<file path="config.mk">
export PLATFORM = sky130hd
export DESIGN_NAME = alu_pwr_seq_flat
export DESIGN_NICKNAME = d
export VERILOG_FILES = /design/src/rtl/alu_pwr_seq_if.sv /design/src/rtl/alu_pwr_seq.sv /design/src/flat_wrapper.sv
export SDC_FILE = /design/constraint.sdc
export NUM_CORES = 1
export LEC_CHECK = 0
export BUFFER_PORTS_ARGS = -buffer_cell sky130_fd_sc_hd__buf_2
export CAP_MARGIN = 20
export CORE_ASPECT_RATIO = 1.5
export CORE_MARGIN = 4
export CORE_UTILIZATION = 35
export CTS_CLUSTER_SIZE = 30
export DETAILED_ROUTE_END_ITERATION = 7
export PLACE_DENSITY = 0.52
export SYNTH_ARGS = -nofsm -noshare
export SYNTH_HDL_FRONTEND = slang
export SYNTH_SLANG_ARGS = --single-unit
</file>
<file path="constraint.sdc">
create_clock -name clk -period 5 [get_ports clk]
set_input_delay 0 -clock clk [delete_from_list [all_inputs] [get_ports clk]]
set_output_delay 0 -clock clk [all_outputs]
set_load 0.1 [all_outputs]
</file>
<file path="src/rtl/alu_pwr_seq_if.sv">
// Request/status bundle between the system power manager and the ALU power sequencer.
// The manager drives the requests and busy flag; the sequencer drives the domain controls.
interface alu_pwr_seq_if;
    logic       sleep_req;
    logic       wake_req;
    logic       alu_busy;
    logic       alu_pwr_en;
    logic       iso_en;
    logic       alu_rst_n;
    logic       start_gnt;
    logic [2:0] pwr_state;
    logic       pwr_done;
    logic       err_timeout;

    modport master (
        output sleep_req, wake_req, alu_busy,
        input  alu_pwr_en, iso_en, alu_rst_n, start_gnt, pwr_state, pwr_done, err_timeout
    );

    modport slave (
        input  sleep_req, wake_req, alu_busy,
        output alu_pwr_en, iso_en, alu_rst_n, start_gnt, pwr_state, pwr_done, err_timeout
    );
endinterface

</file>
<file path="src/rtl/alu_pwr_seq.sv">
// Power sequencer for the gated ALU domain: orders power, reset and isolation on
// power-up/down, drains in-flight work before isolating, and flags drain timeouts.
module alu_pwr_seq #(
    parameter int unsigned RAMP_CYC  = 4,
    parameter int unsigned RST_CYC   = 2,
    parameter int unsigned ISO_CYC   = 3,
    parameter int unsigned DRAIN_MAX = 255,
    parameter int unsigned CNT_W     = 8
) (
    input  logic         clk,
    input  logic         rst,
    alu_pwr_seq_if.slave pif
);

    typedef enum logic [2:0] {
        ST_OFF     = 3'd0,
        ST_RAMP    = 3'd1,
        ST_RST_REL = 3'd2,
        ST_ON      = 3'd3,
        ST_DRAIN   = 3'd4,
        ST_ISOLATE = 3'd5
    } pwr_state_e;

    // Dwell counters load max(param,1)-1 so a zero parameter still yields one cycle
    localparam int unsigned RAMP_LD_I    = (RAMP_CYC > 0) ? RAMP_CYC - 1 : 0;
    localparam int unsigned RST_LD_I     = (RST_CYC > 0) ? RST_CYC - 1 : 0;
    localparam int unsigned ISO_LD_I     = (ISO_CYC > 0) ? ISO_CYC - 1 : 0;
    localparam int unsigned DRAIN_LAST_I = (DRAIN_MAX > 0) ? DRAIN_MAX - 1 : 0;
    localparam bit          DRAIN_TO_EN  = (DRAIN_MAX != 0);

    localparam logic [CNT_W-1:0] RAMP_LD    = CNT_W'(RAMP_LD_I);
    localparam logic [CNT_W-1:0] RST_LD     = CNT_W'(RST_LD_I);
    localparam logic [CNT_W-1:0] ISO_LD     = CNT_W'(ISO_LD_I);
    localparam logic [CNT_W-1:0] DRAIN_LAST = CNT_W'(DRAIN_LAST_I);
    localparam logic [CNT_W-1:0] DRAIN_SAT  = DRAIN_TO_EN ? CNT_W'(DRAIN_MAX) : '1;
    localparam logic [CNT_W-1:0] CNT_ONE    = CNT_W'(1);

    pwr_state_e       state_q;
    pwr_state_e       state_d;
    logic [CNT_W-1:0] cnt_q;
    logic [CNT_W-1:0] cnt_d;
    logic             timeout_c;
    logic             pwr_en_d;
    logic             iso_en_d;
    logic             rst_n_d;
    logic             gnt_d;
    logic             done_d;

    // Next-state and dwell counter
    always_comb begin
        state_d   = state_q;
        cnt_d     = cnt_q;
        timeout_c = 1'b0;
        case (state_q)
            ST_OFF: begin
                if (pif.wake_req) begin
                    state_d = ST_RAMP;
                    cnt_d   = RAMP_LD;
                end
            end
            ST_RAMP: begin
                if (cnt_q == '0) begin
                    state_d = ST_RST_REL;
                    cnt_d   = RST_LD;
                end else begin
                    cnt_d = cnt_q - CNT_ONE;
                end
            end
            ST_RST_REL: begin
                if (cnt_q == '0) begin
                    state_d = ST_ON;
                    cnt_d   = '0;
                end else begin
                    cnt_d = cnt_q - CNT_ONE;
                end
            end
            ST_ON: begin
                if (pif.sleep_req) begin
                    state_d = ST_DRAIN;
                    cnt_d   = '0;
                end
            end
            ST_DRAIN: begin
                // Abort beats drain completion; timeout only matters while still busy
                if (pif.wake_req && !pif.sleep_req) begin
                    state_d = ST_ON;
                    cnt_d   = '0;
                end else if (!pif.alu_busy) begin
                    state_d = ST_ISOLATE;
                    cnt_d   = ISO_LD;
                end else if (DRAIN_TO_EN && (cnt_q >= DRAIN_LAST)) begin
                    state_d   = ST_ISOLATE;
                    cnt_d     = ISO_LD;
                    timeout_c = 1'b1;
                end else if (cnt_q != DRAIN_SAT) begin
                    cnt_d = cnt_q + CNT_ONE;
                end
            end
            ST_ISOLATE: begin
                if (cnt_q == '0) begin
                    state_d = ST_OFF;
                    cnt_d   = '0;
                end else begin
                    cnt_d = cnt_q - CNT_ONE;
                end
            end
            default: begin
                state_d = ST_OFF;
                cnt_d   = '0;
            end
        endcase
    end

    // Output values for the state being entered, so outputs switch on the entering edge
    always_comb begin
        pwr_en_d = 1'b0;
        iso_en_d = 1'b1;
        rst_n_d  = 1'b0;
        gnt_d    = 1'b0;
        case (state_d)
            ST_RAMP: begin
                pwr_en_d = 1'b1;
            end
            ST_RST_REL, ST_ISOLATE: begin
                pwr_en_d = 1'b1;
                rst_n_d  = 1'b1;
            end
            ST_ON: begin
                pwr_en_d = 1'b1;
                iso_en_d = 1'b0;
                rst_n_d  = 1'b1;
                gnt_d    = 1'b1;
            end
            ST_DRAIN: begin
                pwr_en_d = 1'b1;
                iso_en_d = 1'b0;
                rst_n_d  = 1'b1;
            end
            default: begin
                pwr_en_d = 1'b0;
            end
        endcase
        done_d = (state_d != state_q) && ((state_d == ST_ON) || (state_d == ST_OFF));
    end

    always_ff @(posedge clk) begin
        if (rst) begin
            state_q         <= ST_OFF;
            cnt_q           <= '0;
            pif.alu_pwr_en  <= 1'b0;
            pif.iso_en      <= 1'b1;
            pif.alu_rst_n   <= 1'b0;
            pif.start_gnt   <= 1'b0;
            pif.pwr_state   <= 3'(ST_OFF);
            pif.pwr_done    <= 1'b0;
            pif.err_timeout <= 1'b0;
        end else begin
            state_q        <= state_d;
            cnt_q          <= cnt_d;
            pif.alu_pwr_en <= pwr_en_d;
            pif.iso_en     <= iso_en_d;
            pif.alu_rst_n  <= rst_n_d;
            pif.start_gnt  <= gnt_d;
            pif.pwr_state  <= 3'(state_d);
            pif.pwr_done   <= done_d;
            if (timeout_c) begin
                pif.err_timeout <= 1'b1;
            end
        end
    end

endmodule
</file>
<file path="src/flat_wrapper.sv">
// flat-port wrapper written by rule: the top's interface ports become plain ports
module alu_pwr_seq_flat 
#(
    parameter int unsigned RAMP_CYC  = 4,
    parameter int unsigned RST_CYC   = 2,
    parameter int unsigned ISO_CYC   = 3,
    parameter int unsigned DRAIN_MAX = 255,
    parameter int unsigned CNT_W     = 8
)
  (clk, rst, pif_sleep_req, pif_wake_req, pif_alu_busy, pif_alu_pwr_en, pif_iso_en, pif_alu_rst_n, pif_start_gnt, pif_pwr_state, pif_pwr_done, pif_err_timeout);
  alu_pwr_seq_if pif_i ();
  input  logic clk;
  input  logic rst;
  input wire logic [$bits(pif_i.sleep_req)-1:0] pif_sleep_req;
  input wire logic [$bits(pif_i.wake_req)-1:0] pif_wake_req;
  input wire logic [$bits(pif_i.alu_busy)-1:0] pif_alu_busy;
  output wire logic [$bits(pif_i.alu_pwr_en)-1:0] pif_alu_pwr_en;
  output wire logic [$bits(pif_i.iso_en)-1:0] pif_iso_en;
  output wire logic [$bits(pif_i.alu_rst_n)-1:0] pif_alu_rst_n;
  output wire logic [$bits(pif_i.start_gnt)-1:0] pif_start_gnt;
  output wire logic [$bits(pif_i.pwr_state)-1:0] pif_pwr_state;
  output wire logic [$bits(pif_i.pwr_done)-1:0] pif_pwr_done;
  output wire logic [$bits(pif_i.err_timeout)-1:0] pif_err_timeout;
  assign pif_i.sleep_req = pif_sleep_req;
  assign pif_i.wake_req = pif_wake_req;
  assign pif_i.alu_busy = pif_alu_busy;
  assign pif_alu_pwr_en = pif_i.alu_pwr_en;
  assign pif_iso_en = pif_i.iso_en;
  assign pif_alu_rst_n = pif_i.alu_rst_n;
  assign pif_start_gnt = pif_i.start_gnt;
  assign pif_pwr_state = pif_i.pwr_state;
  assign pif_pwr_done = pif_i.pwr_done;
  assign pif_err_timeout = pif_i.err_timeout;
  alu_pwr_seq #(.RAMP_CYC(RAMP_CYC), .RST_CYC(RST_CYC), .ISO_CYC(ISO_CYC), .DRAIN_MAX(DRAIN_MAX), .CNT_W(CNT_W)) u_core (.clk(clk), .rst(rst), .pif(pif_i));
endmodule
</file>
After elaboration in Yosys (flattened, before gate mapping)
Cells that the tools add are included.
W data, S select, Z words.
{"block": "totals", "mem_bits_ro": 0, "wordCells": 64, "mem_bits_rw": 0, "latch_bits": 0, "n_memories": 0, "in_bits": 5, "ff_bits": 17, "out_inout_bits": 9}
{"block": "classes", "add_sub_neg": 2, "n_shift": 0, "div": 0, "eq_ne": 15, "bitwise": 0, "muxes": 26, "mul": 0, "reduce_logical": 12, "n_lt_le_gt_ge": 1}
{"cell": "$mux W8", "n": 8}
{"cell": "$pmux W8 S5", "n": 1}
{"cell": "$mux W3", "n": 8}
{"cell": "$pmux W3 S6", "n": 1}
{"cell": "$eq A3 B2 Y1 const B", "n": 4}
{"cell": "$eq A3 B3 Y1 const B", "n": 4}
{"cell": "$add A8 B1 Y8 const B", "n": 1}
{"cell": "$ge A8 B8 Y1 const B", "n": 1}
{"cell": "$logic_not A8 Y1", "n": 1}
{"cell": "$mux W1", "n": 8}
{"cell": "$ne A8 B8 Y1 const B", "n": 1}
{"cell": "$sub A8 B1 Y8 const B", "n": 1}
{"cell": "$eq A3 B1 Y1 const B", "n": 2}
{"cell": "$logic_not A3 Y1", "n": 2}
{"cell": "$ne A5 B2 Y1 const B", "n": 1}
{"cell": "$reduce_or A5 Y1", "n": 1}
{"cell": "$ne A2 B2 Y1 const B", "n": 2}
{"cell": "$reduce_or A2 Y1", "n": 2}
{"cell": "$reduce_or A4 Y1", "n": 1}
{"cell": "$ne A3 B3 Y1", "n": 1}
{"cell": "$reduce_and A3 Y1", "n": 1}
{"cell": "$logic_and A1 B1 Y1", "n": 2}
{"cell": "$logic_not A1 Y1", "n": 1}
{"cell": "$logic_or A1 B1 Y1", "n": 1}

Logic depth before layout (Yosys ltp)
Gate-level depths: netlist of the first run.
{"block": "depth", "word_depth": 8, "mapped_depth": 8, "ltp_nobuf": 7}

Worst setup path before layout of the first run
Ideal clock, no wire load.
{"block": "synth_path", "kind": "flip-flop to flip-flop", "startpoint": "register u_core.pif.pwr_state[1] (netlist name)", "endpoint": "register u_core.pif.pwr_done", "required_ns": 4.934, "slack_ns": 2.603, "synth_period_minus_slack_ns": 2.397, "path_stages_with_launch": 8, "setup_time_ns": 0.066, "arrival_ns": 2.331, "n_path_buf": 2, "path_cell_list": "dfxtp_1 -> clkbuf_1 -> nand2b_1 -> and2_1 -> clkbuf_4 -> nor2_4 -> or4_4 -> a21oi_2"}
{"item": "to (signal assigned)", "line": "alu_pwr_seq.sv:165", "source": "pif.pwr_done <= done_d;"}
{"item": "to (decl)", "line": "alu_pwr_seq_if.sv:22", "source": "output alu_pwr_en, iso_en, alu_rst_n, start_gnt, pwr_state, pwr_done, err_timeout"}

==> results of run 1 <==
-- synth_stat cells (2+ instances only) --
library cell | count | area [um2]
sky130_fd_sc_hd__nor2b_1 | 2 | 12.5
sky130_fd_sc_hd__a21o_1 | 2 | 15.0
sky130_fd_sc_hd__a221oi_1 | 6 | 52.6
sky130_fd_sc_hd__nor4_1 | 3 | 18.8
sky130_fd_sc_hd__dfxtp_1 | 17 | 340
sky130_fd_sc_hd__nor3b_1 | 2 | 15.0
sky130_fd_sc_hd__clkbuf_1 | 3 | 11.3
sky130_fd_sc_hd__buf_6 | 4 | 45.0
sky130_fd_sc_hd__nor2_1 | 13 | 48.8
sky130_fd_sc_hd__nor3_1 | 11 | 55.1
sky130_fd_sc_hd__o21ai_0 | 5 | 25.0
sky130_fd_sc_hd__nand2b_1 | 3 | 18.8
sky130_fd_sc_hd__o311ai_0 | 2 | 17.5
sky130_fd_sc_hd__a211oi_1 | 2 | 15.0
sky130_fd_sc_hd__nand2_1 | 6 | 22.5
sky130_fd_sc_hd__ha_1 | 3 | 37.5
sky130_fd_sc_hd__inv_1 | 6 | 22.5
sky130_fd_sc_hd__a31oi_1 | 2 | 12.5
sky130_fd_sc_hd__a21oi_1 | 9 | 45.0
sky130_fd_sc_hd__a41oi_1 | 2 | 17.5
sky130_fd_sc_hd__nand3_1 | 7 | 35.0
-- worst max-delay path by stage --
stage	endpoint	cells past startpoint
floorplan	u_core.pif.pwr_done	7
global placement	u_core.cnt_q[1]	5
detailed placement	u_core.cnt_q[1]	5
CTS	u_core.cnt_q[1]	5
global route	u_core.cnt_q[1]	5
finish	u_core.cnt_q[1]	5
-- logic make-up after synthesis --
logic type               after synthesis  synth area share
AO/OA/AOI/OAI                         41             0.256
buffers and inverters                 14            0.0736
multiplexers                           1           0.00853
adder cells (fa/ha/maj)                3            0.0320
flip-flops                            17             0.290
AND/OR/NAND/NOR                       65             0.333
XOR/XNOR                               1           0.00746
-- cell type report --
class | count | area share
inverters | 6 | 0.0177
repair buffers | 13 | 0.0512
flip-flops and latches | 17 | 0.268
clock buffers | 3 | 0.0325
well taps | 40 | 0.0394
multi-input cells | 111 | 0.588
clock inverters | 1 | 0.00394
-- power by group through the flow --
stage	clock network (mW)	registers [mW]	logic, mW
after floorplan	0	0.297	0.252
after global placement	0	0.215	0.399
after detailed placement	0	0.216	0.397
after CTS	0.111	0.214	0.400
after global routing	0.116	0.220	0.436
final	0.110	0.215	0.399
-- registers in the layout (all words and copies together) (netlist names) --
signal	flops
u_core.pif.alu_rst_n	1
u_core.pif.err_timeout	1
u_core.pif.start_gnt	1
u_core.pif.iso_en	1
u_core.pif.pwr_done	1
u_core.pif.alu_pwr_en	1
u_core.pif.pwr_state	3
u_core.cnt_q	8
-- per-stage QoR --
stage / setup WS [ns] / util
after floorplan: 2.60 / -
after global placement: 2.74 / 0.384
after detailed placement: 2.75 / 0.384
after CTS: 2.73 / 0.398
after global routing: 2.61 / 0.398
final: 2.72 / 0.398
-- layout by cell type, fill, tap and decap left out, types with 5 or more instances in the layout --
cell type                  instances
sky130_fd_sc_hd__dfxtp_1          17
sky130_fd_sc_hd__nor2_1           13
sky130_fd_sc_hd__buf_2            13
sky130_fd_sc_hd__nor3_1           11
sky130_fd_sc_hd__a21oi_1           9
sky130_fd_sc_hd__nand3_1           7
sky130_fd_sc_hd__inv_1             6
sky130_fd_sc_hd__nand2_1           6
sky130_fd_sc_hd__a221oi_1          6
sky130_fd_sc_hd__o21ai_0           5
-- routing by layer --
| metal | part of all wire | track usage | vias up | routed length [um] |
|---|---|---|---|---|
| li1 | - | - | 560 | - |
| met1 | 0.39 | 0.162 | 567 | 1310 |
| met2 | 0.55 | 0.310 | 38 | 1860 |
| met3 | 0.041 | 0.0260 | 11 | 139 |
| met4 | 0.024 | 0.0949 | 0 | 80 |
| met5 | 0 | 0 | - | 0 |
==> metrics.txt, run 1 <==
WHS 0.0985 ns; startpoint class of the critical path flip-flop; global placement routability congestion 0.880; post-synthesis sequential element count 17; fraction of final layout cells sized beyond drive strength 1 0.199; cell area after technology mapping 1170 um2; power share of the combinational group 0.552; Register Area 340 um2; Layout area overhead 8.32%; x dimension of the die 55.3 um; antenna violations before repair 0; quantity of gates resized following cts 0; largest net degree at the start of global routing 17; crit path capture type flip-flop; Leak 0.461 nW; synthesized netlist cell count 142; overall die height 78.9 um; clock buffers created by TritonCTS 3; clock tree from TritonCTS built; portion of the clock cycle consumed by the worst path in the final layout 0.455; reg2reg path depth 5; Max H-tree Level 1; cell internal power dissipation 0.339 mW; WP data arrival 2.42 ns; Setup violations, final 0; number of flops mapped to enable cells by yosys 0; switching share of power 0.532; slew at the pin with the worst max-slew slack 0.626 ns; sum of negative setup slack 0 ns; worst min-delay path startpoint rst; number of synthesis warnings 0; detailed-placement wirelength estimate 2.49 mm; mean instance size in the synthesized netlist 8.26 um2; vias after detailed routing 1,176; Power Density 569 nW/um2; Routed wire per std cell 17.7 um; drt drc 0; remaining antenna violation count after routing 0; number of global-route vias before repair 1,191; category of cells accounting for the largest share of critical-path delay simple AND/OR/NAND/NOR gates; total buffers and inverters traversed by the critical path 0; number of library cell types mapped by synthesis 53; class of the tightest hold or removal check primary input to flip-flop; area of the die 4360 um2; count of nets after finishing 160; dominant register cell in the synthesized netlist sky130_fd_sc_hd__dfxtp_1; latest clock arrival within the worst-skew pair 0.26 ns; maximum cell stage delay along the critical path 0.54 ns; Setup Crit Path Kind flip-flop to flip-flop; Power Total 0.724 mW; wire length of the first global-routing pass 5.62 mm; fraction of power consumed by sequential logic 0.297; drt initial violations 27; Clock Sink Count 17; Filler Cell Count 355; reg-to-reg critical path startpoint u_core.pif.pwr_state[2]; clock network power share 0.151; final critical delay including setup and external delays 2.28 ns; required time of the critical path 5.14 ns; number of hold buffers added after CTS 0; syn_nets 150; post-DR vias/cell 6.16; number of top-level design ports 14; Clock Tree Root sky130_fd_sc_hd__clkbuf_8; Slew HR 0.579; CP max-delay cell sky130_fd_sc_hd__dfxtp_1; sum of overflow across all layers after global routing 0; number of cells in the finished layout apart from fillers 191; drt first pass iters 5; Hold Path End u_core.pif.alu_rst_n; RSZ-0062 raised after global routing false; reg2reg end u_core.cnt_q[1]; footprint of the multi-input gates 747 um2; final wirelength 3.39 mm; Rows 25; count of cells along the worst hold path 2; result of the run completed; antenna cell count 0; total of buffers placed on input and output ports 13; count of endpoints failing hold in the final timing report 0; clock buffer depth 2; Peak Freq 0.439 GHz; number of placed cells counting well taps 187; clock-pin slew reported for the worst setup and hold paths after clock tree synthesis 0.08 ns; ordered list of cells on the worst path nor3b_2, and3_1, a41o_1, nor3_1, a221oi_1; worst-case clock skew 0.00677 ns; initial cell density of the core 0.368; count of buffers added by post-CTS timing repair for setup 0; number of max-cap violations 0; switching power total 0.385 mW; Crit. Startpoint u_core.pif.pwr_state[2]; Critical Path Fanout Max 11; core area 3190 um2; Async SR Flop Fraction 0; part of the Yosys area used for sequential elements 0.290; Reg2Reg Setup Slack 2.72 ns; dpl cell area 1220 um2; total routing resource utilization after global routing 0.163; final count of pins violating max slew 0; maximum vdd drop 0.000300 V; final instance area 1270 um2
Power figures use the tool's default switching activity.
==> run 2, diff against run 1 <==
--- a/config.mk
+++ b/config.mk
@@ -12,7 +12,7 @@
 export CORE_UTILIZATION = 35
 export CTS_CLUSTER_SIZE = 30
 export DETAILED_ROUTE_END_ITERATION = 7
-export PLACE_DENSITY = 0.52
+export PLACE_DENSITY = 0.53
 export SYNTH_ARGS = -nofsm -noshare
 export SYNTH_HDL_FRONTEND = slang
 export SYNTH_SLANG_ARGS = --single-unit
==> constraint.sdc (replaced) <==
create_clock -name clk -period 1.8 [get_ports clk]
set_input_delay 0 -clock clk [delete_from_list [all_inputs] [get_ports clk]]
set_output_delay 0 -clock clk [all_outputs]
set_load 0.1 [all_outputs]
==> run 2 against run 1 <==
Net effect:
- the run now ends with setup timing left
- critical path type unchanged
- maximum frequency rose by 23%
- design area rose by 35%
- wire length rose by 9.2%
- register-to-register slack got worse by 2.8 ns
- largest power group unchanged
- die area did not move
- global-route usage rose by 2.0 points
- core utilization rose by 14 points
- non-clock buffer count rose by 35
==> metrics.txt, run 2 (synthesized netlist as in run 1, its figures left out) <==
result of the run complete, but fails checks; failing checks setup timing; Leak 0.676 nW (+47%); remaining antenna violation count after routing 0 (unchanged); core area 3190 um2 (unchanged); antenna cell count 0 (unchanged); number of max-cap violations 0 (unchanged); Clock Tree Root sky130_fd_sc_hd__clkbuf_8; Setup violations, final 5 (+5); reg2reg end u_core.pif.pwr_done; maximum vdd drop 0.00111 V (+270%); required time of the critical path 2.00 ns (-3.14 ns); count of endpoints failing hold in the final timing report 0 (unchanged); largest net degree at the start of global routing 17 (unchanged); setup slack of the critical path after layout -0.0575 ns (-2.78 ns); Power Density 1460 nW/um2 (+160%); commonest cells after routing, fill and taps aside 30 x sky130_fd_sc_hd__buf_4, 13 x sky130_fd_sc_hd__buf_2, 12 x sky130_fd_sc_hd__dfxtp_1; vias after detailed routing 1,305 (+11%); final wirelength 3.70 mm (+9.2%); number of top-level design ports 14 (unchanged); latest clock arrival within the worst-skew pair 0.26 ns (about the same); class of the tightest hold or removal check primary input to flip-flop; worst-case clock skew 0.00385 ns (-0.00292 ns); wire length of the first global-routing pass 6.33 mm (+13%); final instance area 1720 um2 (+35%); total of buffers placed on input and output ports 13 (unchanged); Peak Freq 0.538 GHz (+23%); Setup Crit Path Kind flip-flop to flip-flop; portion of the clock cycle consumed by the worst path in the final layout 1.03 (+0.577); clock buffer depth 2 (unchanged); post-DR vias/cell 5.77 (-6.2%); Reg2Reg Setup Slack -0.06 ns (-2.78 ns); Crit. Startpoint u_core.cnt_q[0]; crit path capture type flip-flop; worst slack, placed -0.128 ns (-2.88 ns); Clock Sink Count 17 (unchanged); Slew HR 0.682 (+0.102); drt initial violations 33 (+22%); global placement routability congestion 0.874 (-0.68%); total routing resource utilization after global routing 0.182 (+0.0196); count of nets after finishing 195 (+22%); Layout area overhead 46.7%; number of hold buffers added after CTS 0 (unchanged); sum of overflow across all layers after global routing 0 (unchanged); final critical delay including setup and external delays 1.86 ns (-0.420 ns); startpoint class of the critical path flip-flop; Critical Path Fanout Max 4 (-7); antenna violations before repair 0 (unchanged); registers with the most flip-flops u_core.cnt_q x8, u_core.pif.pwr_state x3; reg2reg path depth 7 (+2); number of global-route vias before repair 1,362 (+14%); slew at the pin with the worst max-slew slack 0.471 ns (-0.154 ns); clock tree from TritonCTS built; x dimension of the die 55.3 um (unchanged); Routed wire per std cell 16.4 um (-7.7%); most frequent standard cell in the layout excluding fill and tap cells sky130_fd_sc_hd__buf_4; Max H-tree Level 1 (unchanged); fraction of final layout cells sized beyond drive strength 1 0.500 (+0.301); detailed-placement wirelength estimate 2.78 mm (+12%); reg-to-reg critical path startpoint u_core.cnt_q[0]; overall die height 78.9 um (unchanged); critical path endpoint u_core.pif.pwr_done; clock-pin slew reported for the worst setup and hold paths after clock tree synthesis 0.08 ns (about the same); clock buffers created by TritonCTS 3 (unchanged); dpl cell area 1520 um2 (+24%); max reg flops 8 (unchanged); WP data arrival 2.06 ns (-0.36 ns); largest register by flop count u_core.cnt_q; drt first pass iters 4 (-1); final count of pins violating max slew 0 (unchanged); RSZ-0062 raised after global routing true; initial cell density of the core 0.368 (unchanged); Rows 25 (unchanged); area of the die 4360 um2 (unchanged); drt drc 0 (unchanged)
[run 2: cell types whose count changed in the layout (fill, tap and decap cells not counted), moves of 3 or more]
cell / change
sky130_fd_sc_hd__buf_4: +30
sky130_fd_sc_hd__nor2_1: -3
sky130_fd_sc_hd__dfxtp_4: +3
sky130_fd_sc_hd__a221oi_2: +3
sky130_fd_sc_hd__a221oi_1: -3
sky130_fd_sc_hd__buf_6: +4
sky130_fd_sc_hd__a21oi_1: -3
sky130_fd_sc_hd__a21oi_2: +3
sky130_fd_sc_hd__dfxtp_1: -5
[run 2: final cells by class]
cell class / count / area, um2
fillers: 313 / 1470
multi-input cells: 111 / 891
repair buffers: 48 / 355
flip-flops and latches: 17 / 354
well taps: 40 / 50.0
clock buffers: 3 / 41.3
inverters: 6 / 25.0
clock inverters: 1 / 5.00
[run 2: worst min path at each step]
stage                     depth (start not counted)  start                      end  slack [ns]
after detailed placement                          2    rst  u_core.pif.pwr_state[0]        0.38
after global routing                              2    rst     u_core.pif.alu_rst_n        0.15
final                                             2    rst  u_core.pif.pwr_state[0]        0.12
after floorplan                                   1    rst  u_core.pif.pwr_state[1]        0.07
after CTS                                         2    rst  u_core.pif.pwr_state[0]        0.12
after global placement                            2    rst  u_core.pif.pwr_state[0]        0.37
[run 2: critical path, cell delays in order, from the launching register on]
cell	delay, ns
sky130_fd_sc_hd__dfxtp_2	0.34
sky130_fd_sc_hd__inv_4	0.06
sky130_fd_sc_hd__ha_4	0.12
sky130_fd_sc_hd__or4b_4	0.51
sky130_fd_sc_hd__nor2_8	0.13
sky130_fd_sc_hd__nor2_4	0.05
sky130_fd_sc_hd__or4_4	0.49
sky130_fd_sc_hd__a21oi_2	0.11
[run 2: metal layers]
metal	up-vias	share of wire	wire length (um)	global-route usage
li1	633	-	-	-
met1	618	0.35	1310	0.183
met5	-	0	0	0
met3	10	0.045	167	0.0244
met4	0	0.032	119	0.0852
met2	44	0.57	2100	0.360
[run 2: metrics by stage]
stage	std cells	TNS, ns	power [mW]	hold WS (ns)	utilization
after floorplan	142	-0.500	1.61	0.0736	-
after global placement	217	-0.629	2.00	0.370	0.475
after detailed placement	217	-0.790	2.01	0.382	0.475
after CTS	224	-0.241	2.46	0.117	0.519
after global routing	226	-0.992	2.67	0.151	0.540
final	226	-0.138	2.51	0.120	0.540
[run 2: report_power, final]
part           switching (mW)  total [mW]  internal, mW
Combinational           0.996        1.65         0.659
Clock                   0.155       0.309         0.154
Sequential             0.0738       0.542         0.468
Total                    1.22        2.51          1.28
[run 2: what timing repair did]
action                                  4_1_cts  5_1_grt
gates resized for setup                      19       11
buffers inserted                              3        2
endpoints found under the setup margin       13       15
pin swaps                                     7        9
==> run 3, diff against run 2 <==
--- a/config.mk
+++ b/config.mk
@@ -12,7 +12,7 @@
 export CORE_UTILIZATION = 35
 export CTS_CLUSTER_SIZE = 30
 export DETAILED_ROUTE_END_ITERATION = 7
-export PLACE_DENSITY = 0.53
+export PLACE_DENSITY = 0.52
 export SYNTH_ARGS = -nofsm -noshare
 export SYNTH_HDL_FRONTEND = slang
 export SYNTH_SLANG_ARGS = --single-unit
==> constraint.sdc (replaced) <==
create_clock -name clk -period 2.3 [get_ports clk]
set_input_delay 0 -clock clk [delete_from_list [all_inputs] [get_ports clk]]
set_output_delay 0 -clock clk [all_outputs]
set_load 0.1 [all_outputs]
==> run 3 against run 2 <==
Net effect:
- the run now ends clean
- setup slack better by 0.28 ns
- maximum frequency is 10% lower
- design area is 23% lower
- hold slack worse by 0.019 ns
- total power is 35% lower
- core utilization is 12 points lower
- critical path type unchanged
==> metrics.txt, run 3 (synthesized netlist as in run 1, its figures left out) <==
Layout area overhead 13.0%; commonest cells after routing, fill and taps aside 15 x sky130_fd_sc_hd__dfxtp_1, 13 x sky130_fd_sc_hd__nor2_1, 13 x sky130_fd_sc_hd__buf_2; setup slack of the critical path after layout 0.225 ns (+0.282 ns); fraction of power consumed by sequential logic 0.262 (+0.046); count of nets after finishing 167 (-14%); switching share of power 0.517 (+0.0281); global placement routability congestion 0.900 (+2.9%); reg-to-reg critical path startpoint u_core.cnt_q[1]; Rows 25 (unchanged); maximum cell stage delay along the critical path 0.53 ns (+0.02 ns); clock network power share 0.145 (+0.022); largest net degree at the start of global routing 17 (unchanged); worst min-delay path startpoint rst; number of max-cap violations 0 (unchanged); RSZ-0062 raised after global routing false; clock buffer depth 2 (unchanged); Reg2Reg Setup Slack 0.22 ns (+0.28 ns); number of hold buffers added after CTS 0 (unchanged); WP data arrival 2.27 ns (+0.21 ns); reg2reg path depth 7 (unchanged); total of buffers placed on input and output ports 13 (unchanged); most frequent standard cell in the layout excluding fill and tap cells sky130_fd_sc_hd__dfxtp_1; registers with the most flip-flops u_core.cnt_q x8, u_core.pif.pwr_state x3; CP max-delay cell sky130_fd_sc_hd__or4b_4; fraction of final layout cells sized beyond drive strength 1 0.247 (-0.253); Filler Cell Count 361 (+15%); final count of pins violating max slew 0 (unchanged); count of cells along the worst hold path 2 (unchanged); footprint of the multi-input gates 747 um2 (-16%); Slew HR 0.504 (-0.178); class of the tightest hold or removal check primary input to flip-flop; Peak Freq 0.482 GHz (-10%); crit path capture type flip-flop; Critical Path Fanout Max 5 (+1); Clock Tree Root sky130_fd_sc_hd__clkbuf_8; clock buffers created by TritonCTS 3 (unchanged); drt initial violations 45 (+36%); cell internal power dissipation 0.785 mW (-39%); Hold Path End u_core.pif.pwr_state[0]; Leak 0.497 nW (-26%); sum of overflow across all layers after global routing 0 (unchanged); quantity of gates resized following cts 0 (-19); number of top-level design ports 14 (unchanged); Register Area 343 um2 (-3.2%); remaining antenna violation count after routing 0 (unchanged); vias after detailed routing 1,173 (-10%); clock tree from TritonCTS built; Setup violations, final 0 (-5); power share of the combinational group 0.594 (-0.066); largest register by flop count u_core.cnt_q; x dimension of the die 55.3 um (unchanged); ordered list of cells on the worst path inv_1, ha_1, or4b_4, nor2_8, nor2_4, or4_4, a21oi_2; drt first pass iters 4 (unchanged); final cell utilization of the core 0.416 (-0.124); WHS 0.101 ns (-0.0190 ns); antenna cell count 0 (unchanged); max reg flops 8 (unchanged); portion of the clock cycle consumed by the worst path in the final layout 0.902 (-0.130); Power Density 1220 nW/um2 (-16%); initial cell density of the core 0.368 (unchanged); latest clock arrival within the worst-skew pair 0.26 ns (about the same); Routed wire per std cell 17.2 um (+5.1%); required time of the critical path 2.49 ns (+0.49 ns); worst-case clock skew 0.00560 ns (+0.00175 ns); total routing resource utilization after global routing 0.166 (-0.0162); maximum vdd drop 0.000864 V (-22%); startpoint class of the critical path flip-flop; count of buffers added by post-CTS timing repair for setup 0 (-3); worst slack, placed 0.232 ns (+0.360 ns); drt drc 0 (unchanged); slew at the pin with the worst max-slew slack 0.737 ns (+0.266 ns); core area 3190 um2 (unchanged); reg2reg end u_core.pif.pwr_done; post-DR vias/cell 5.92 (+2.6%); number of global-route vias before repair 1,187 (-13%); result of the run completed; final critical delay including setup and external delays 2.08 ns (+0.218 ns); final wirelength 3.41 mm (-7.9%); detailed-placement wirelength estimate 2.67 mm (-3.8%); antenna violations before repair 0 (unchanged); clock-pin slew reported for the worst setup and hold paths after clock tree synthesis 0.07 ns (about the same); switching power total 0.839 mW (-31%); sum of negative setup slack 0 ns (+0.138 ns); Clock Sink Count 17 (unchanged); Setup Crit Path Kind flip-flop to flip-flop; overall die height 78.9 um (unchanged); area of the die 4360 um2 (unchanged); dpl cell area 1280 um2 (-16%); count of endpoints failing hold in the final timing report 0 (unchanged); wire length of the first global-routing pass 5.69 mm (-10%); Max H-tree Level 1 (unchanged); final instance area 1330 um2 (-23%)
run 3: changes by cell type in the layout (fill, tap and decap cells not counted), sizes merged:
cell  previous run  this run
buf             48        20
run 3: cell type report:
class / instances / share of cell area
clock buffers: 3 / 0.0311
multi-input cells: 111 / 0.563
well taps: 40 / 0.0377
clock inverters: 1 / 0.00377
flip-flops and latches: 17 / 0.258
repair buffers: 20 / 0.0887
inverters: 6 / 0.0170
run 3: worst max-delay path by stage:
stage / startpoint / endpoint / slack, ns / cells after the start
3_5_place_dp: u_core.cnt_q[0] / u_core.pif.pwr_done / 0.23 / 7
2_1_floorplan: u_core.pif.pwr_state[0] / u_core.pif.pwr_done / 0.1 / 6
5_1_grt: u_core.cnt_q[4] / u_core.cnt_q[7] / 0.04 / 5
3_3_place_gp: u_core.cnt_q[0] / u_core.pif.pwr_done / 0.23 / 7
6_report: u_core.cnt_q[1] / u_core.pif.pwr_done / 0.22 / 7
4_1_cts: u_core.cnt_q[0] / u_core.pif.pwr_done / 0.21 / 7
run 3: worst max-delay path: cells and delay by family (launching register included):
| family | cells | cell delay [ns] |
|---|---|---|
| and+or+nand+nor | 4 | 1.28 |
| buffers and inverters | 1 | 0.08 |
| adders and majority gates | 1 | 0.19 |
| AOI/OAI and AO/OA | 1 | 0.13 |
| DFF | 1 | 0.33 |
run 3: metrics by stage:
stage          std cells  power, mW
2_1_floorplan        142       1.20
3_3_place_gp         194       1.39
3_5_place_dp         194       1.39
4_1_cts              198       1.63
5_1_grt              198       1.72
6_report             198       1.62
run 3: power by group through the flow:
stage	clock [mW]	sequential, mW	combinational, mW
floorplan	0	0.648	0.548
global placement	0	0.432	0.961
detailed placement	0	0.431	0.962
CTS	0.239	0.425	0.965
global route	0.256	0.437	1.03
finish	0.235	0.425	0.964
run 3: layer usage:
layer  GRT usage  vias to the layer above  routed length (um)
li1            -                      577                   -
met1       0.165                      558                1270
met2       0.341                       33                1940
met3      0.0244                        5                 152
met4      0.0511                        0                  40
met5           0                        -                   0
